**config.mk**
```make
export PLATFORM = sky130hd
export DESIGN_NAME = i2c_slave_byte_ctl
export DESIGN_NICKNAME = d
export VERILOG_FILES = /design/src/rtl/i2c_slave_byte_ctl_pkg.sv /design/src/rtl/i2c_slave_filter.sv /design/src/rtl/i2c_slave_byte_ctl.sv
export SDC_FILE = /design/constraint.sdc
export NUM_CORES = 1
export LEC_CHECK = 0
export BUFFER_PORTS_ARGS = -buffer_cell sky130_fd_sc_hd__buf_2
export CORE_AREA = 2 2 78 80
export CTS_BUF_LIST = sky130_fd_sc_hd__clkbuf_4
export DETAILED_ROUTE_END_ITERATION = 10
export DIE_AREA = 0 0 80 82
export GPL_ROUTABILITY_DRIVEN = 0
export PLACE_DENSITY_LB_ADDON = 0.1
export SETUP_SLACK_MARGIN = 0.05
export SLEW_MARGIN = 40
export SYNTH_ARGS = -nofsm -noshare
export SYNTH_HDL_FRONTEND = slang
export SYNTH_SLANG_ARGS = --single-unit
```
**constraint.sdc**
```tcl
create_clock -name i_sysclk -period 2.65 [get_ports i_sysclk]
set_clock_uncertainty 0.15 [all_clocks]
set_input_delay 0.3975 -clock i_sysclk [delete_from_list [all_inputs] [get_ports i_sysclk]]
set_output_delay 0.3975 -clock i_sysclk [all_outputs]
set_load 0.005 [all_outputs]
```
**src/rtl/i2c_slave_byte_ctl_pkg.sv**
```systemverilog
// rtl/i2c_slave_byte_ctl_pkg.sv - shared state encodings and helpers for the I2C target controller
package i2c_slave_byte_ctl_pkg;

    // FSM state encodings
    localparam logic [3:0] I2C_SLV_IDLE     = 4'd0;
    localparam logic [3:0] I2C_SLV_ADDR     = 4'd1;
    localparam logic [3:0] I2C_SLV_ADDR_ACK = 4'd2;
    localparam logic [3:0] I2C_SLV_RX       = 4'd3;
    localparam logic [3:0] I2C_SLV_RX_ACK   = 4'd4;
    localparam logic [3:0] I2C_SLV_TX_LOAD  = 4'd5;
    localparam logic [3:0] I2C_SLV_TX       = 4'd6;
    localparam logic [3:0] I2C_SLV_TX_ACK   = 4'd7;
    localparam logic [3:0] I2C_SLV_IGNORE   = 4'd8;

    // Bit counter values: index of the last data bit, and "all 8 bits done"
    localparam logic [3:0] I2C_SLV_LAST_BIT = 4'd7;
    localparam logic [3:0] I2C_SLV_BYTE_END = 4'd8;

    // 2-of-3 majority vote used by the glitch filter
    function automatic logic maj3(input logic [2:0] v);
        return (v[0] & v[1]) | (v[0] & v[2]) | (v[1] & v[2]);
    endfunction

endpackage

```
**src/rtl/i2c_slave_filter.sv**
```systemverilog
// rtl/i2c_slave_filter.sv - sampled majority filter with SCL edge and START/STOP detection
module i2c_slave_filter
    import i2c_slave_byte_ctl_pkg::*;
(
    input  logic       i_sysclk,
    input  logic       i_reset,
    input  logic       i_enable,
    input  logic [5:0] i_dfsr,
    input  logic       i_scl,
    input  logic       i_sda,
    output logic       o_sda,
    output logic       o_scl_rise,
    output logic       o_scl_fall,
    output logic       o_start,
    output logic       o_stop
);

    logic [5:0] cnt_q;
    logic [5:0] dfsr_q;
    logic [2:0] scl_sr_q;
    logic [2:0] sda_sr_q;
    logic       scl_f_q;
    logic       sda_f_q;
    logic       scl_d1_q;
    logic       sda_d1_q;
    logic       tick;

    // The divider compares against a copy of i_dfsr taken at each wrap, so a
    // new divider value never truncates the period already in progress.
    assign tick = (cnt_q == dfsr_q);

    // Sample divider, 3-deep sample shifts, majority output and one-cycle history
    always_ff @(posedge i_sysclk or posedge i_reset) begin
        if (i_reset) begin
            cnt_q    <= 6'd0;
            dfsr_q   <= 6'd0;
            scl_sr_q <= 3'b111;
            sda_sr_q <= 3'b111;
            scl_f_q  <= 1'b1;
            sda_f_q  <= 1'b1;
            scl_d1_q <= 1'b1;
            sda_d1_q <= 1'b1;
        end else if (!i_enable) begin
            cnt_q    <= 6'd0;
            dfsr_q   <= 6'd0;
            scl_sr_q <= 3'b111;
            sda_sr_q <= 3'b111;
            scl_f_q  <= 1'b1;
            sda_f_q  <= 1'b1;
            scl_d1_q <= 1'b1;
            sda_d1_q <= 1'b1;
        end else begin
            if (tick) begin
                cnt_q    <= 6'd0;
                dfsr_q   <= i_dfsr;
                scl_sr_q <= {scl_sr_q[1:0], i_scl};
                sda_sr_q <= {sda_sr_q[1:0], i_sda};
            end else begin
                cnt_q <= cnt_q + 6'd1;
            end
            scl_f_q  <= maj3(scl_sr_q);
            sda_f_q  <= maj3(sda_sr_q);
            scl_d1_q <= scl_f_q;
            sda_d1_q <= sda_f_q;
        end
    end

    assign o_sda      = sda_f_q;
    assign o_scl_rise = scl_f_q & ~scl_d1_q;
    assign o_scl_fall = ~scl_f_q & scl_d1_q;
    // SCL must have been high for a full cycle already: an SDA change that
    // lands together with an SCL edge is a data transition, not START/STOP.
    assign o_start    = sda_d1_q & ~sda_f_q & scl_f_q & scl_d1_q;
    assign o_stop     = ~sda_d1_q & sda_f_q & scl_f_q & scl_d1_q;

endmodule

```
**src/rtl/i2c_slave_byte_ctl.sv**
```systemverilog
// rtl/i2c_slave_byte_ctl.sv - byte-level I2C target: address match, receive, transmit with clock stretching
module i2c_slave_byte_ctl
    import i2c_slave_byte_ctl_pkg::*;
(
    input  logic       i_sysclk,
    input  logic       i_reset,
    input  logic       i_enable,
    input  logic [5:0] i_dfsr,
    input  logic [6:0] i_slave_addr,
    input  logic [7:0] i_tx_data,
    input  logic       i_tx_valid,
    input  logic       i_rx_nak,
    output logic [7:0] o_rx_data,
    output logic       o_rx_valid,
    output logic       o_tx_req,
    output logic       o_addr_match,
    output logic       o_rw,
    output logic       o_master_nak,
    output logic       o_start,
    output logic       o_stop,
    output logic       o_busy,
    input  logic       i_scl,
    input  logic       i_sda,
    output logic       o_scl,
    output logic       o_sda,
    output logic       o_scl_oen,
    output logic       o_sda_oen
);

    logic       sda_f;
    logic       scl_rise;
    logic       scl_fall;
    logic       bus_start;
    logic       bus_stop;

    logic [3:0] state_q, state_d;
    logic [3:0] bit_cnt_q, bit_cnt_d;
    logic [7:0] shift_q, shift_d;
    logic [7:0] rx_data_q, rx_data_d;
    logic       sda_oen_q, sda_oen_d;
    logic       scl_oen_q, scl_oen_d;
    logic       rw_q, rw_d;
    logic       busy_q, busy_d;
    logic       rx_valid_q, rx_valid_d;
    logic       tx_req_q, tx_req_d;
    logic       addr_match_q, addr_match_d;
    logic       master_nak_q, master_nak_d;
    logic       start_q, start_d;
    logic       stop_q, stop_d;
    logic       enter_load;

    i2c_slave_filter u_filter (
        .i_sysclk   (i_sysclk),
        .i_reset    (i_reset),
        .i_enable   (i_enable),
        .i_dfsr     (i_dfsr),
        .i_scl      (i_scl),
        .i_sda      (i_sda),
        .o_sda      (sda_f),
        .o_scl_rise (scl_rise),
        .o_scl_fall (scl_fall),
        .o_start    (bus_start),
        .o_stop     (bus_stop)
    );

    // Next-state logic: bus conditions first, then per-state bit handling
    always_comb begin
        state_d      = state_q;
        bit_cnt_d    = bit_cnt_q;
        shift_d      = shift_q;
        rx_data_d    = rx_data_q;
        sda_oen_d    = sda_oen_q;
        scl_oen_d    = scl_oen_q;
        rw_d         = rw_q;
        busy_d       = busy_q;
        rx_valid_d   = 1'b0;
        tx_req_d     = 1'b0;
        addr_match_d = 1'b0;
        master_nak_d = 1'b0;
        start_d      = 1'b0;
        stop_d       = 1'b0;
        enter_load   = 1'b0;

        if (bus_start) begin
            state_d   = I2C_SLV_ADDR;
            bit_cnt_d = 4'd0;
            sda_oen_d = 1'b1;
            scl_oen_d = 1'b1;
            busy_d    = 1'b1;
            start_d   = 1'b1;
        end else if (bus_stop) begin
            state_d   = I2C_SLV_IDLE;
            bit_cnt_d = 4'd0;
            sda_oen_d = 1'b1;
            scl_oen_d = 1'b1;
            busy_d    = 1'b0;
            stop_d    = 1'b1;
        end else begin
            case (state_q)
                I2C_SLV_ADDR: begin
                    if (scl_rise && bit_cnt_q < I2C_SLV_BYTE_END) begin
                        shift_d   = {shift_q[6:0], sda_f};
                        bit_cnt_d = bit_cnt_q + 4'd1;
                        if (bit_cnt_q == I2C_SLV_LAST_BIT) begin
                            if (shift_q[6:0] == i_slave_addr) begin
                                addr_match_d = 1'b1;
                                rw_d         = sda_f;
                            end else begin
                                state_d = I2C_SLV_IGNORE;
                            end
                        end
                    end else if (scl_fall && bit_cnt_q == I2C_SLV_BYTE_END) begin
                        sda_oen_d = 1'b0;
                        state_d   = I2C_SLV_ADDR_ACK;
                    end
                end
                I2C_SLV_ADDR_ACK: begin
                    if (scl_fall) begin
                        sda_oen_d = 1'b1;
                        bit_cnt_d = 4'd0;
                        if (rw_q) begin
                            enter_load = 1'b1;
                        end else begin
                            state_d = I2C_SLV_RX;
                        end
                    end
                end
                I2C_SLV_RX: begin
                    if (scl_rise && bit_cnt_q < I2C_SLV_BYTE_END) begin
                        shift_d   = {shift_q[6:0], sda_f};
                        bit_cnt_d = bit_cnt_q + 4'd1;
                        if (bit_cnt_q == I2C_SLV_LAST_BIT) begin
                            rx_data_d  = {shift_q[6:0], sda_f};
                            rx_valid_d = 1'b1;
                        end
                    end else if (scl_fall && bit_cnt_q == I2C_SLV_BYTE_END) begin
                        sda_oen_d = i_rx_nak;
                        bit_cnt_d = 4'd0;
                        state_d   = I2C_SLV_RX_ACK;
                    end
                end
                I2C_SLV_RX_ACK: begin
                    if (scl_fall) begin
                        sda_oen_d = 1'b1;
                        state_d   = I2C_SLV_RX;
                    end
                end
                I2C_SLV_TX_LOAD: begin
                    enter_load = 1'b1;
                end
                I2C_SLV_TX: begin
                    // Bit 7 went out at load time; each fall presents the next bit,
                    // and the 8th fall hands SDA back for the master's ACK.
                    if (scl_fall) begin
                        if (bit_cnt_q == I2C_SLV_LAST_BIT) begin
                            sda_oen_d = 1'b1;
                            bit_cnt_d = 4'd0;
                            state_d   = I2C_SLV_TX_ACK;
                        end else begin
                            sda_oen_d = shift_q[7];
                            shift_d   = {shift_q[6:0], 1'b1};
                            bit_cnt_d = bit_cnt_q + 4'd1;
                        end
                    end
                end
                I2C_SLV_TX_ACK: begin
                    if (scl_rise && sda_f) begin
                        master_nak_d = 1'b1;
                        state_d      = I2C_SLV_IGNORE;
                    end else if (scl_fall) begin
                        enter_load = 1'b1;
                    end
                end
                default: begin
                end
            endcase

            // Load the next transmit byte, or hold SCL low until one is offered
            if (enter_load) begin
                if (i_tx_valid) begin
                    tx_req_d  = 1'b1;
                    shift_d   = {i_tx_data[6:0], 1'b1};
                    sda_oen_d = i_tx_data[7];
                    scl_oen_d = 1'b1;
                    bit_cnt_d = 4'd0;
                    state_d   = I2C_SLV_TX;
                end else begin
                    scl_oen_d = 1'b0;
                    state_d   = I2C_SLV_TX_LOAD;
                end
            end
        end

        // Disable discards everything, including a partial byte
        if (!i_enable) begin
            state_d      = I2C_SLV_IDLE;
            bit_cnt_d    = 4'd0;
            shift_d      = 8'h00;
            rx_data_d    = 8'h00;
            sda_oen_d    = 1'b1;
            scl_oen_d    = 1'b1;
            rw_d         = 1'b0;
            busy_d       = 1'b0;
            rx_valid_d   = 1'b0;
            tx_req_d     = 1'b0;
            addr_match_d = 1'b0;
            master_nak_d = 1'b0;
            start_d      = 1'b0;
            stop_d       = 1'b0;
        end
    end

    // State and output registers
    always_ff @(posedge i_sysclk or posedge i_reset) begin
        if (i_reset) begin
            state_q      <= I2C_SLV_IDLE;
            bit_cnt_q    <= 4'd0;
            shift_q      <= 8'h00;
            rx_data_q    <= 8'h00;
            sda_oen_q    <= 1'b1;
            scl_oen_q    <= 1'b1;
            rw_q         <= 1'b0;
            busy_q       <= 1'b0;
            rx_valid_q   <= 1'b0;
            tx_req_q     <= 1'b0;
            addr_match_q <= 1'b0;
            master_nak_q <= 1'b0;
            start_q      <= 1'b0;
            stop_q       <= 1'b0;
        end else begin
            state_q      <= state_d;
            bit_cnt_q    <= bit_cnt_d;
            shift_q      <= shift_d;
            rx_data_q    <= rx_data_d;
            sda_oen_q    <= sda_oen_d;
            scl_oen_q    <= scl_oen_d;
            rw_q         <= rw_d;
            busy_q       <= busy_d;
            rx_valid_q   <= rx_valid_d;
            tx_req_q     <= tx_req_d;
            addr_match_q <= addr_match_d;
            master_nak_q <= master_nak_d;
            start_q      <= start_d;
            stop_q       <= stop_d;
        end
    end

    assign o_rx_data    = rx_data_q;
    assign o_rx_valid   = rx_valid_q;
    assign o_tx_req     = tx_req_q;
    assign o_addr_match = addr_match_q;
    assign o_rw         = rw_q;
    assign o_master_nak = master_nak_q;
    assign o_start      = start_q;
    assign o_stop       = stop_q;
    assign o_busy       = busy_q;
    assign o_scl        = 1'b0;
    assign o_sda        = 1'b0;
    assign o_scl_oen    = scl_oen_q;
    assign o_sda_oen    = sda_oen_q;

endmodule

```
### Yosys cells after proc, flatten, opt, wreduce, memory -nomap -nowiden

Cells that the tools add are included.

* eq/ne operators: 33
* reductions and logical operators: 9
* order comparisons: 1
* bitwise logic cells: 22
* muxes and demuxes: 119
* $add $sub $neg: 2

Operator list (count)
* $mux 8: 14
* $mux 4: 27
* $mux 1: 64
* $ne 6x6->1 const B: 8
* $mux 6: 4
* $pmux 4 s6: 1
* $ne 7x7->1 const B: 3
* $eq 4x3->1 const B: 5
* $pmux 4 s4: 1
* $pmux 8 s2: 1
* $and 1x1->1: 14
* $mux 3: 4
* $ne 2x1->1 const B: 6
* $reduce_and 12->1: 1
* $ne 10x1->1 const B: 1
* $eq 4x2->1 const B: 2
* $eq 7x7->1: 1
* $add 6x1->6 const B: 1
* $eq 6x6->1: 1
* $reduce_and 6->1: 1
* $reduce_and 5->1: 1
* $add 4x1->4 const B: 1
* $eq 4x1->1 const B: 1
* $eq 4x4->1 const B: 1
* 12 further kinds: 22

* input port bits: 28
* flip-flop bits (word level): 56
* output and inout port bits: 20
* word-level logic and storage cells: 208

### Logic depth before layout (Yosys ltp)

Gate-level depths: netlist of run 1.

* depth in word-level cells: 11
* depth in mapped cells: 7
* mapped depth without buffers: 7

### By module

A second synthesis of run 1 with hierarchy kept.

* cells, all modules: 306
* area, all modules: 3168.0 sq um

By module, submodules not included
* i2c_slave_byte_ctl: area each 2068.2 sq um, cells an instance 209, times used 1
* i2c_slave_filter: area each 1099.8 sq um, cells an instance 97, times used 1

### Worst setup path after synthesis of run 1

No wires, ideal clock.

* path type: register to register
* start: register u_filter.sda_d1_q
* end: register state_q[1]
* data required time: 2.378 ns
* clock period less this slack: 1.819 ns
* path slack: 0.831 ns
* stages on the path, launching flop included: 6
* arrival: 1.547 ns
* library setup time: 0.122 ns
* path through: dfstp_2 > xnor2_1 > o21ai_4 > nor3_1 > nand3_1 > a32o_1

* cells in the longest elaborated chain, start to end: 7
* elaborated cells between the ends (all ways): 23
* classes of those cells: eq/ne: 12; mux: 3; bitwise: 7; reduce/logical: 1

Ends and longest elaborated chain
* start, declared: RTL line i2c_slave_filter.sv:25 `logic sda_d1_q;`
* start signal, assigned: RTL line i2c_slave_filter.sv:64 `sda_d1_q <= sda_f_q;`
* parallel branches: the longest is 7 deep, another holds $reduce_and 12->1
* end signal, assigned: RTL line i2c_slave_byte_ctl.sv:231 `state_q <= state_d;`
* end, declared: RTL line i2c_slave_byte_ctl.sv:36 `logic [3:0] state_q, state_d;`

Parallel ways; which one is timed is not known.
A chain may end at the register's enable or synchronous reset.

### Worst setup path after layout of run 1

* start: register state_q[1]
* end: register state_q[1]

* cells in the longest elaborated chain, start to end: 8
* elaborated cells between the ends (all ways): 28
* classes of those cells: eq/ne: 19; mux: 8; reduce/logical: 1

Ends and longest elaborated chain
* parallel branches: the longest is 8 deep, another holds $reduce_and 12->1

Parallel ways; which one is timed is not known. The select of a mux whose other input is x is not followed.

==> results of run 1 <==
-- worst max-delay path, cell delays in order, from the launching register on --
cell and delay (ns):
dfrtp_1 0.79, nor2_2 0.13, or3_4 0.38, o31ai_2 0.37, nor4_1 0.13, a32o_1 0.27
-- cells by family (layout without fill, tap and decap cells) --
group	Yosys count	count (layout)	synth area share, %
compound gates	90	90	19.8
xor+xnor	18	18	4.85
flops	56	56	43.5
other cells	1	2	0.115
fa+ha+maj	3	3	1.15
simple gates	126	126	21.6
mux	15	15	4.65
buf+inv	26	67	4.23
-- cells in the final DEF, fill, tap and decap left out, drive strengths merged, types with 3 or more instances in the layout --
master    n
inv      10
clkbuf    5
and2      4
a21boi    9
a22oi     8
nand2b    7
nand3    19
dfrtp    44
a21oi    15
nand4     4
dfstp    12
mux2i    14
buf      50
and3      9
nor2b     7
xnor2    14
ha        3
nor2     20
o21ai    21
a211oi    3
xor2      4
nor3b     3
o2111ai   3
nor3      7
a31oi    11
or3       4
nand2    32
-- flip-flops by register name, summed over array words and instances (netlist names), 3 cells and up --
register,cells
u_filter.sda_sr_q,3
state_q,4
shift_q,8
o_rx_data,8
u_filter.dfsr_q,6
u_filter.scl_sr_q,3
u_filter.cnt_q,6
bit_cnt_q,4
-- area by class of cell --
type / count / share of cell area (%)
multi-input cells: 254 / 47.4
well taps: 75 / 2.61
inverters: 8 / 0.836
clock buffers: 5 / 1.04
flip-flops and latches: 56 / 39.4
repair buffers: 51 / 7.94
clock inverters: 3 / 0.731
-- through the flow --
| step | setup slack, ns | cells | total power, mW |
|---|---|---|---|
| after floorplan | 0.751 | 336 | 1.91 |
| after global placement | 0.474 | 443 | 2.05 |
| after detailed placement | 0.417 | 443 | 2.07 |
| after CTS | 0.407 | 452 | 2.48 |
| after global routing | 0.128 | 452 | 2.64 |
| final | 0.336 | 452 | 2.48 |
-- path summary, 6_finish.rpt --
check	start	to	slack, ns	cells past startpoint
worst max-delay path	state_q[1]	state_q[1]	0.34	5
worst min-delay path	i_tx_data[7]	o_sda_oen	0.05	3
worst max register to register	state_q[1]	state_q[1]	0.34	5
worst min register to register	o_scl_oen	o_scl_oen	0.32	2
max in group asynchronous	i_reset	u_filter.sda_sr_q[2]	1.31	4
min in group asynchronous	i_reset	u_filter.cnt_q[3]	0.42	3
-- layer usage --
metal | global-route usage (%) | up-vias
met3 | 4.62 | 18
li1 | - | 1299
met4 | 6.95 | 0
met1 | 34.3 | 1291
met2 | 38.3 | 80
met5 | 0 | -
-- power by group --
part	internal, mW	switching (mW)	total, mW
clock	0.113	0.298	0.411
combinational	0.449	0.492	0.941
sequential	0.958	0.172	1.13
total	1.52	0.962	2.48
==> summary.txt, run 1 <==
Floorplan
  – Die height: 82 um
  – FP Rows: 28
  – Boundary Pins: 48
  – Die ar.: 6560 sq um
  – Initial Util: 56.6%
  – Core area: 5750 sq um
  – Die Wd: 80 um

Yosys
  – Syn avg cell area: 9.71 sq um
  – Area fraction of the dominant cell type after synthesis: 33.8%
  – Mapped cell area: 3250 sq um
  – YS warnings: 0
  – Flops & latches, synth: 56
  – Top cells by area, synth: dfrtp_1 (34%), dfstp_2 (9.7%), mux2i_1 (4.3%), xnor2_1 (3.8%), nand2_1 (3.5%)
  – Synth Flop Type: dfrtp_1
  – Post-synth top area cell: dfrtp_1
  – Post-Synthesis Cells: 335
  – Sequential share of the synthesized area: 43.5%
  – Number of synthesized flops with an enable pin: 0
  – Count leader, synth: dfrtp_1
  – Yosys cell types: 70
  – Most common library cells after synthesis: dfrtp_1 (44), nand2_1 (30), nand3_1 (19), nor2_1 (19), o21ai_0 (16)
  – Asr flop ratio synth: 100%

Power
  – P_leak: 1.57 nW
  – VDD IR max: 0.618 mV
  – PwrDens: 691 nW/um^2

Route
  – Post-route ant nets: 0
  – WL met3: 430 um
  – Initial DRC Count: 309
  – Post-Route WL: 7410 um
  – Via count: 2688
  – Drt first pass iters: 4
  – Routed wl met2: 3490 um
  – Post-DR vias/cell: 5.95
  – Routed length per instance: 16.4 um
  – DRC errors left: 0
  – Metal-1 WL: 3340 um
  – Max Used Layer: met4

Timing
  – Final hold slack: 0.0524 ns
  – Tmin final: 2.31 ns
  – Fin. Hold Viols: 0
  – Setup_tns: 0 ns
  – Worst slew pin tran: 0.707 ns
  – Fin. max-slew vios: 0
  – Fmax: 432 MHz
  – Final Cycle Share: 87.3%
  – Max_slew headroom: 52.2%
  – RSZ-0062 raised after global routing: false
  – # setup viols final: 0

Clock tree
  – Setup Fix Bufs, Post-CTS: 0
  – Post-CTS sizing: 0
  – CTS root buf: clkbuf_4
  – CTS max path bufs: 2
  – CTS HTree Levels: 2
  – Clk_lat worst skew: 0.39 ns
  – CTS Sinks: 56
  – CTS tree: yes
  – Num CTS Buffers: 5
  – Post-CTS Hold Buffers: 1
  – Clock transition at path regs: 0.17 ns

GRT
  – Pin count of the biggest net entering global routing: 34
  – First-pass GRT wire length: 12400 um
  – Vias in the first global route: 2526
  – Total congestion overflow: 0
  – Total GRT Usage: 24.3%
  – Initial antenna violation count: 0

Job
  – Max cap viols: 0

Run status
  – Status: finished, final reports clean

Critical path
  – Arrival time at the worst endpoint: 2.46 ns
  – Element type at the critical path end: flop
  – CP Max Fanout: 19
  – Setup crit start kind: flop
  – Worst setup path class: reg -> reg
  – Req. time, crit path: 2.80 ns

Place
  – I/O Buffers: 45
  – Detailed placement HPWL: 5380 um
  – Placed Area: 3520 sq um

Layout
  – Fin util: 62.5%
  – Register area: 1420 sq um
  – Multi-input logic area: 1700 sq um
  – Fraction of layout cells with a size suffix above 1: 25.2%
  – # nets final: 407
  – Synthesis-to-finish area growth: 10.4%
  – Antenna fix cells: 0
  – Filler Cell Count: 505
  – Finished Cell Area: 3590 sq um

Worst hold path
  – Min-delay worst type: in -> reg
Note: power is estimated with default switching activity, not from simulation.
==> inputs of run 2 (changes only) <==
--- a/config.mk
+++ b/config.mk
@@ -6,10 +6,10 @@
 export NUM_CORES = 1
 export LEC_CHECK = 0
 export BUFFER_PORTS_ARGS = -buffer_cell sky130_fd_sc_hd__buf_2
-export CORE_AREA = 2 2 78 80
+export CORE_AREA = 2 2 109 58
 export CTS_BUF_LIST = sky130_fd_sc_hd__clkbuf_4
 export DETAILED_ROUTE_END_ITERATION = 10
-export DIE_AREA = 0 0 80 82
+export DIE_AREA = 0 0 111 60
 export GPL_ROUTABILITY_DRIVEN = 0
 export PLACE_DENSITY_LB_ADDON = 0.1
 export SETUP_SLACK_MARGIN = 0.05
==> run 2 against run 1 <==
First-iteration DRC count decreased by 7.8%. Sequential power is essentially flat. Critical path depth stayed put. Flip-flop and latch count unchanged. Utilization fell by 0.47 points. Non-clock buffer count unchanged. Die area grew 1.5%. Count of clock-buffer cells in the layout is 2 higher. Routed wire length up 12%. Clock power is 4% lower.
==> summary.txt, run 2 (synthesis results as in run 1) <==
Critical path
  – Slowest Stage Delay on Critical Path: 0.78 ns (about the same)
  – Req. time, crit path: 2.79 ns (about the same)
  – Critical path, cell by cell: nand2_1 > or3_1 > o2111ai_4 > a21oi_1 > a31o_2
  – Buf+Inv Stages, Crit Path: 0 (unchanged)
  – CP delay by family, top: flip-flops
  – Element type at the critical path end: flop
  – Worst setup path class: reg -> reg
  – CP Max Fanout: 19 (unchanged)
  – Arrival time at the worst endpoint: 2.60 ns (+0.14 ns)
  – Setup crit start kind: flop
  – CP max-delay cell: dfrtp_1

Timing
  – Final hold slack: 0.0434 ns (-0.00904 ns)
  – Final Cycle Share: 92.8% (+5.5 points)
  – # setup viols final: 0 (unchanged)
  – Max_slew headroom: 52.4% (+0.15 points)
  – Fin. Hold Viols: 0 (unchanged)
  – Fin. max-slew vios: 0 (unchanged)
  – Fmax: 407 MHz (-5.9%)
  – RSZ-0062 raised after global routing: false
  – Worst slew pin tran: 0.705 ns (-0.00228 ns)
  – Setup_tns: 0 ns (unchanged)
  – Setup ws final: 0.191 ns (-0.145 ns)
  – Tmin final: 2.46 ns (+0.145 ns)

Power
  – PwrDens: 703 nW/um^2 (+1.8%)
  – P_leak: 1.57 nW (-0.15%)
  – Comb power frac: 39.5% (+1.6 points)
  – Int Pwr: 1.53 mW (+0.76%)
  – VDD IR max: 0.268 mV (-57%)
  – NetSw: 991 uW (+3.0%)
  – Sequential power share: 44.9% (-0.6 points)
  – Switching fraction of total power: 39.3% (+0.51 points)
  – Clock power share: 15.6% (-1.0 points)

Clock tree
  – Num CTS Buffers: 5 (unchanged)
  – Post-CTS sizing: 0 (unchanged)
  – Clock transition at path regs: 0.16 ns (about the same)
  – Clk_lat worst skew: 0.39 ns (about the same)
  – Post-CTS Hold Buffers: 1 (unchanged)
  – CTS max path bufs: 2 (unchanged)
  – CTS HTree Levels: 2 (unchanged)
  – CTS tree: yes
  – Setup Fix Bufs, Post-CTS: 0 (unchanged)
  – CTS Sinks: 56 (unchanged)
  – CTS root buf: clkbuf_4

Run status
  – Status: finished, final reports clean

Floorplan
  – Die height: 60 um (-27%)
  – Boundary Pins: 48 (unchanged)
  – FP Rows: 20 (-29%)
  – Core area: 5780 sq um (+0.61%)
  – Die Wd: 111 um (+39%)
  – Initial Util: 56.3% (-0.34 points)
  – Die ar.: 6660 sq um (+1.5%)

Layout
  – # nets final: 407 (unchanged)
  – Most common cell after layout, fill and taps aside: buf_2
  – Most frequent cells in the layout: buf_2 (45), dfrtp_1 (44), nand2_1 (30)
  – Synthesis-to-finish area growth: 10.3%
  – Antenna fix cells: 0 (unchanged)
  – Fraction of layout cells with a size suffix above 1: 24.9% (-0.27 points)
  – Fin util: 62.1% (-0.47 points)

Worst hold path
  – Min-delay worst type: in -> reg

GRT
  – Total GRT Usage: 26.4% (+2.1 points)
  – Initial antenna violation count: 0 (unchanged)
  – First-pass GRT wire length: 13500 um (+8.9%)
  – Total congestion overflow: 0 (unchanged)
  – Pin count of the biggest net entering global routing: 30 (-12%)
  – Vias in the first global route: 2543 (+0.67%)

Place
  – Setup WS pre-CTS: 0.344 ns (-0.0730 ns)
  – Detailed placement HPWL: 6090 um (+13%)
  – I/O Buffers: 45 (unchanged)

Route
  – Drt first pass iters: 5 (+1)
  – Initial DRC Count: 285 (-7.8%)
  – Post-DR vias/cell: 6.15 (+3.4%)
  – Routed length per instance: 18.3 um (+12%)
  – Post-Route WL: 8310 um (+12%)
  – DRC errors left: 0 (unchanged)
  – Post-route ant nets: 0 (unchanged)
  – Via count: 2792 (+3.9%)

Job
  – Max cap viols: 0 (unchanged)
==> run 2: metrics by stage <==
step | std cells | power, mW | area [sq um]
3_3_place_gp | 445 | 2.09 | 3520
5_1_grt | 454 | 2.67 | 3590
6_report | 454 | 2.52 | 3590
2_1_floorplan | 336 | 1.91 | 3260
4_1_cts | 454 | 2.50 | 3590
3_5_place_dp | 445 | 2.10 | 3520
==> run 2: cell type report <==
class	instances	area (sq um)
fillers	508	2190
inverters	8	30.0
flip-flops and latches	56	1420
repair buffers	51	285
multi-input cells	254	1700
clock inverters	1	3.75
clock buffers	7	52.6
well taps	77	96.3
==> run 2: worst paths after layout <==
kind,from,end,slack [ns],cells after the start
max reg2reg,state_q[1],state_q[2],0.19,5
min in group asynchronous,i_reset,u_filter.dfsr_q[5],0.46,3
max in group asynchronous,i_reset,u_filter.scl_sr_q[1],1.23,4
min reg2reg,o_scl_oen,o_scl_oen,0.32,2
max,state_q[1],state_q[2],0.19,5
min,i_tx_data[7],o_sda_oen,0.04,3
==> run 2: power groups by stage <==
stage	Sequential, mW	Clock [mW]	Combinational [mW]
after floorplan	1.03	0	0.876
after global placement	1.14	0	0.959
after detailed placement	1.14	0	0.965
after global routing	1.15	0.442	1.08
final	1.13	0.393	0.997
after CTS	1.12	0.397	0.976
==> run 2: worst reg2reg max path, stage by stage (launching register included) <==
cell and delay (ns):
dfrtp_1 0.78, nand2_1 0.27, or3_1 0.47, o2111ai_4 0.28, a21oi_1 0.15, a31o_2 0.27
==> run 2: routing by layer <==
layer / part of all wire, % / global-route usage [%] / vias to the layer above
li1: - / - / 1293
met1: 51 / 41.4 / 1345
met2: 38 / 33.2 / 141
met3: 11 / 10.6 / 13
met4: 0.82 / 5.36 / 0
met5: 0 / 0 / -
==> inputs of run 3 (changes only) <==
--- a/config.mk
+++ b/config.mk
@@ -6,10 +6,10 @@
 export NUM_CORES = 1
 export LEC_CHECK = 0
 export BUFFER_PORTS_ARGS = -buffer_cell sky130_fd_sc_hd__buf_2
-export CORE_AREA = 2 2 109 58
+export CORE_AREA = 2 2 118 63
 export CTS_BUF_LIST = sky130_fd_sc_hd__clkbuf_4
 export DETAILED_ROUTE_END_ITERATION = 10
-export DIE_AREA = 0 0 111 60
+export DIE_AREA = 0 0 120 65
 export GPL_ROUTABILITY_DRIVEN = 0
 export PLACE_DENSITY_LB_ADDON = 0.1
 export SETUP_SLACK_MARGIN = 0.05
==> run 3 against run 2 <==
Combinational power is essentially flat. Setup slack improved by 0.071 ns. First-iteration DRC count down 8.4%. Via count decreased by 2.7%. Design area is 1.3% higher. Fmax rose by 3.0%. Register-to-register slack better by 0.07 ns. Cell count grew 5.1%. Hold slack better by 0.036 ns. Critical path depth is the same. Utilization decreased by 9.5 points. Largest cell class unchanged.
==> summary.txt, run 3 (synthesis results as in run 1) <==
Clock tree
  – CTS max path bufs: 2 (unchanged)
  – Num CTS Buffers: 5 (unchanged)
  – CTS Sinks: 56 (unchanged)
  – CTS root buf: clkbuf_4
  – Clock transition at path regs: 0.17 ns (about the same)
  – Post-CTS Hold Buffers: 1 (unchanged)
  – Post-CTS sizing: 0 (unchanged)
  – Clk_lat worst skew: 0.38 ns (about the same)
  – CTS tree: yes
  – CTS HTree Levels: 2 (unchanged)
  – Setup Fix Bufs, Post-CTS: 0 (unchanged)

Timing
  – Max_slew headroom: 51.9% (-0.50 points)
  – Worst slew pin tran: 0.719 ns (+0.0147 ns)
  – Fmax: 419 MHz (+3.0%)
  – RSZ-0062 raised after global routing: false
  – # setup viols final: 0 (unchanged)
  – Fin. max-slew vios: 0 (unchanged)
  – Setup_tns: 0 ns (unchanged)
  – Fin. Hold Viols: 0 (unchanged)
  – Final Cycle Share: 90.1% (-2.7 points)
  – Tmin final: 2.39 ns (-0.0709 ns)

Floorplan
  – Die Wd: 120 um (+8.1%)
  – Boundary Pins: 48 (unchanged)
  – Die ar.: 7800 sq um (+17%)
  – Die height: 65 um (+8.3%)
  – Initial Util: 47.1% (-9.2 points)
  – Core area: 6910 sq um (+20%)
  – FP Rows: 22 (+10%)

Layout
  – Fraction of layout cells with a size suffix above 1: 26.0% (+1.1 points)
  – # nets final: 411 (+0.98%)
  – Synthesis-to-finish area growth: 11.7%
  – Antenna fix cells: 0 (unchanged)
  – Most common cell after layout, fill and taps aside: buf_2
  – Most frequent cells in the layout: buf_2 (45), dfrtp_1 (44), nand2_1 (30)

Power
  – Int Pwr: 1.52 mW (-0.56%)
  – Pwr Total: 2.51 mW (-0.52%)
  – VDD IR max: 0.254 mV (-5.3%)
  – Switching fraction of total power: 39.3% (about the same)
  – PwrDens: 691 nW/um^2 (-1.7%)
  – Sequential power share: 44.8% (about the same)
  – P_leak: 1.58 nW (+1.2%)
  – NetSw: 987 uW (-0.44%)
  – Clock power share: 15.6% (about the same)
  – Comb power frac: 39.6% (about the same)

Route
  – Routed length per instance: 17.7 um (-3.3%)
  – Initial DRC Count: 261 (-8.4%)
  – Post-DR vias/cell: 5.70 (-7.4%)
  – Post-Route WL: 8450 um (+1.6%)
  – Via count: 2717 (-2.7%)
  – Post-route ant nets: 0 (unchanged)
  – DRC errors left: 0 (unchanged)
  – Drt first pass iters: 4 (-1)

Critical path
  – Req. time, crit path: 2.78 ns (about the same)
  – CP max-delay cell: dfrtp_1
  – Worst setup path class: reg -> reg
  – Setup crit start kind: flop
  – Buf+Inv Stages, Crit Path: 0 (unchanged)
  – Cells on worst reg2reg path: 5 (unchanged)
  – Crit path depth: 5 (unchanged)
  – Element type at the critical path end: flop
  – Slowest Stage Delay on Critical Path: 0.81 ns (+0.03 ns)
  – Arrival time at the worst endpoint: 2.52 ns (-0.08 ns)
  – CP Max Fanout: 19 (unchanged)
  – Reg-to-reg slack, setup: 0.26 ns (+0.07 ns)
  – Critical path, cell by cell: nand2_1 > or3_1 > o2111a_1 > o31ai_1 > a31oi_1
  – CP delay by family, top: flip-flops

Worst hold path
  – Min-delay worst type: in -> reg
  – Hold path cells: 3 (unchanged)

GRT
  – First-pass GRT wire length: 13800 um (+1.9%)
  – Total congestion overflow: 0 (unchanged)
  – Total GRT Usage: 22.8% (-3.6 points)
  – Pin count of the biggest net entering global routing: 28 (-6.7%)
  – Vias in the first global route: 2550 (+0.28%)
  – Initial antenna violation count: 0 (unchanged)

Place
  – I/O Buffers: 45 (unchanged)
  – Detailed placement HPWL: 6290 um (+3.3%)

Job
  – Max cap viols: 0 (unchanged)

Run status
  – Status: finished, final reports clean
run 3: area by class of cell:
type	count	area, sq um
fillers	652	3280
multi-input cells	254	1700
flip-flops and latches	56	1420
inverters	8	30.0
clock inverters	3	22.5
repair buffers	55	303
clock buffers	5	37.5
well taps	96	120
run 3: final timing paths:
check,startpoint,to
max,state_q[1],state_q[0]
min,i_tx_data[7],o_sda_oen
max reg2reg,state_q[1],state_q[0]
min reg2reg,o_scl_oen,o_scl_oen
max in group asynchronous,i_reset,u_filter.scl_sr_q[2]
min in group asynchronous,i_reset,u_filter.cnt_q[4]
run 3: routing by layer:
layer  track usage (%)  vias up  share of wire [%]
li1                  -     1307                  -
met1              37.7     1302                 55
met2              28.3      102                 36
met3              5.81        6                7.9
met4              5.44        0               0.69
met5                 0        -                  0
run 3: stage by stage:
step | instance area (sq um) | util [%] | hold slack (ns) | worst slack (ns) | cells
after CTS | 3630 | 52.6 | 0.0558 | 0.319 | 477
after global routing | 3630 | 52.6 | 0.0419 | 0.0836 | 477
final | 3630 | 52.6 | 0.0794 | 0.262 | 477
after floorplan | 3260 | - | 0.298 | 0.751 | 336
after detailed placement | 3560 | 51.6 | 0.231 | 0.336 | 468
after global placement | 3560 | 51.6 | 0.233 | 0.261 | 468
run 3: power groups by stage:
stage / clock [mW] / sequential [mW] / combinational [mW]
global placement: 0 / 1.13 / 0.968
floorplan: 0 / 1.03 / 0.876
finish: 0.391 / 1.12 / 0.994
CTS: 0.407 / 1.11 / 0.983
global route: 0.448 / 1.14 / 1.09
detailed placement: 0 / 1.13 / 0.976
run 3: worst register-to-register path, cell delays in order (launching register included):
cell and delay (ns):
dfrtp_1 0.81, nand2_1 0.22, or3_1 0.46, o2111a_1 0.32
o31ai_1 0.26, a31oi_1 0.08
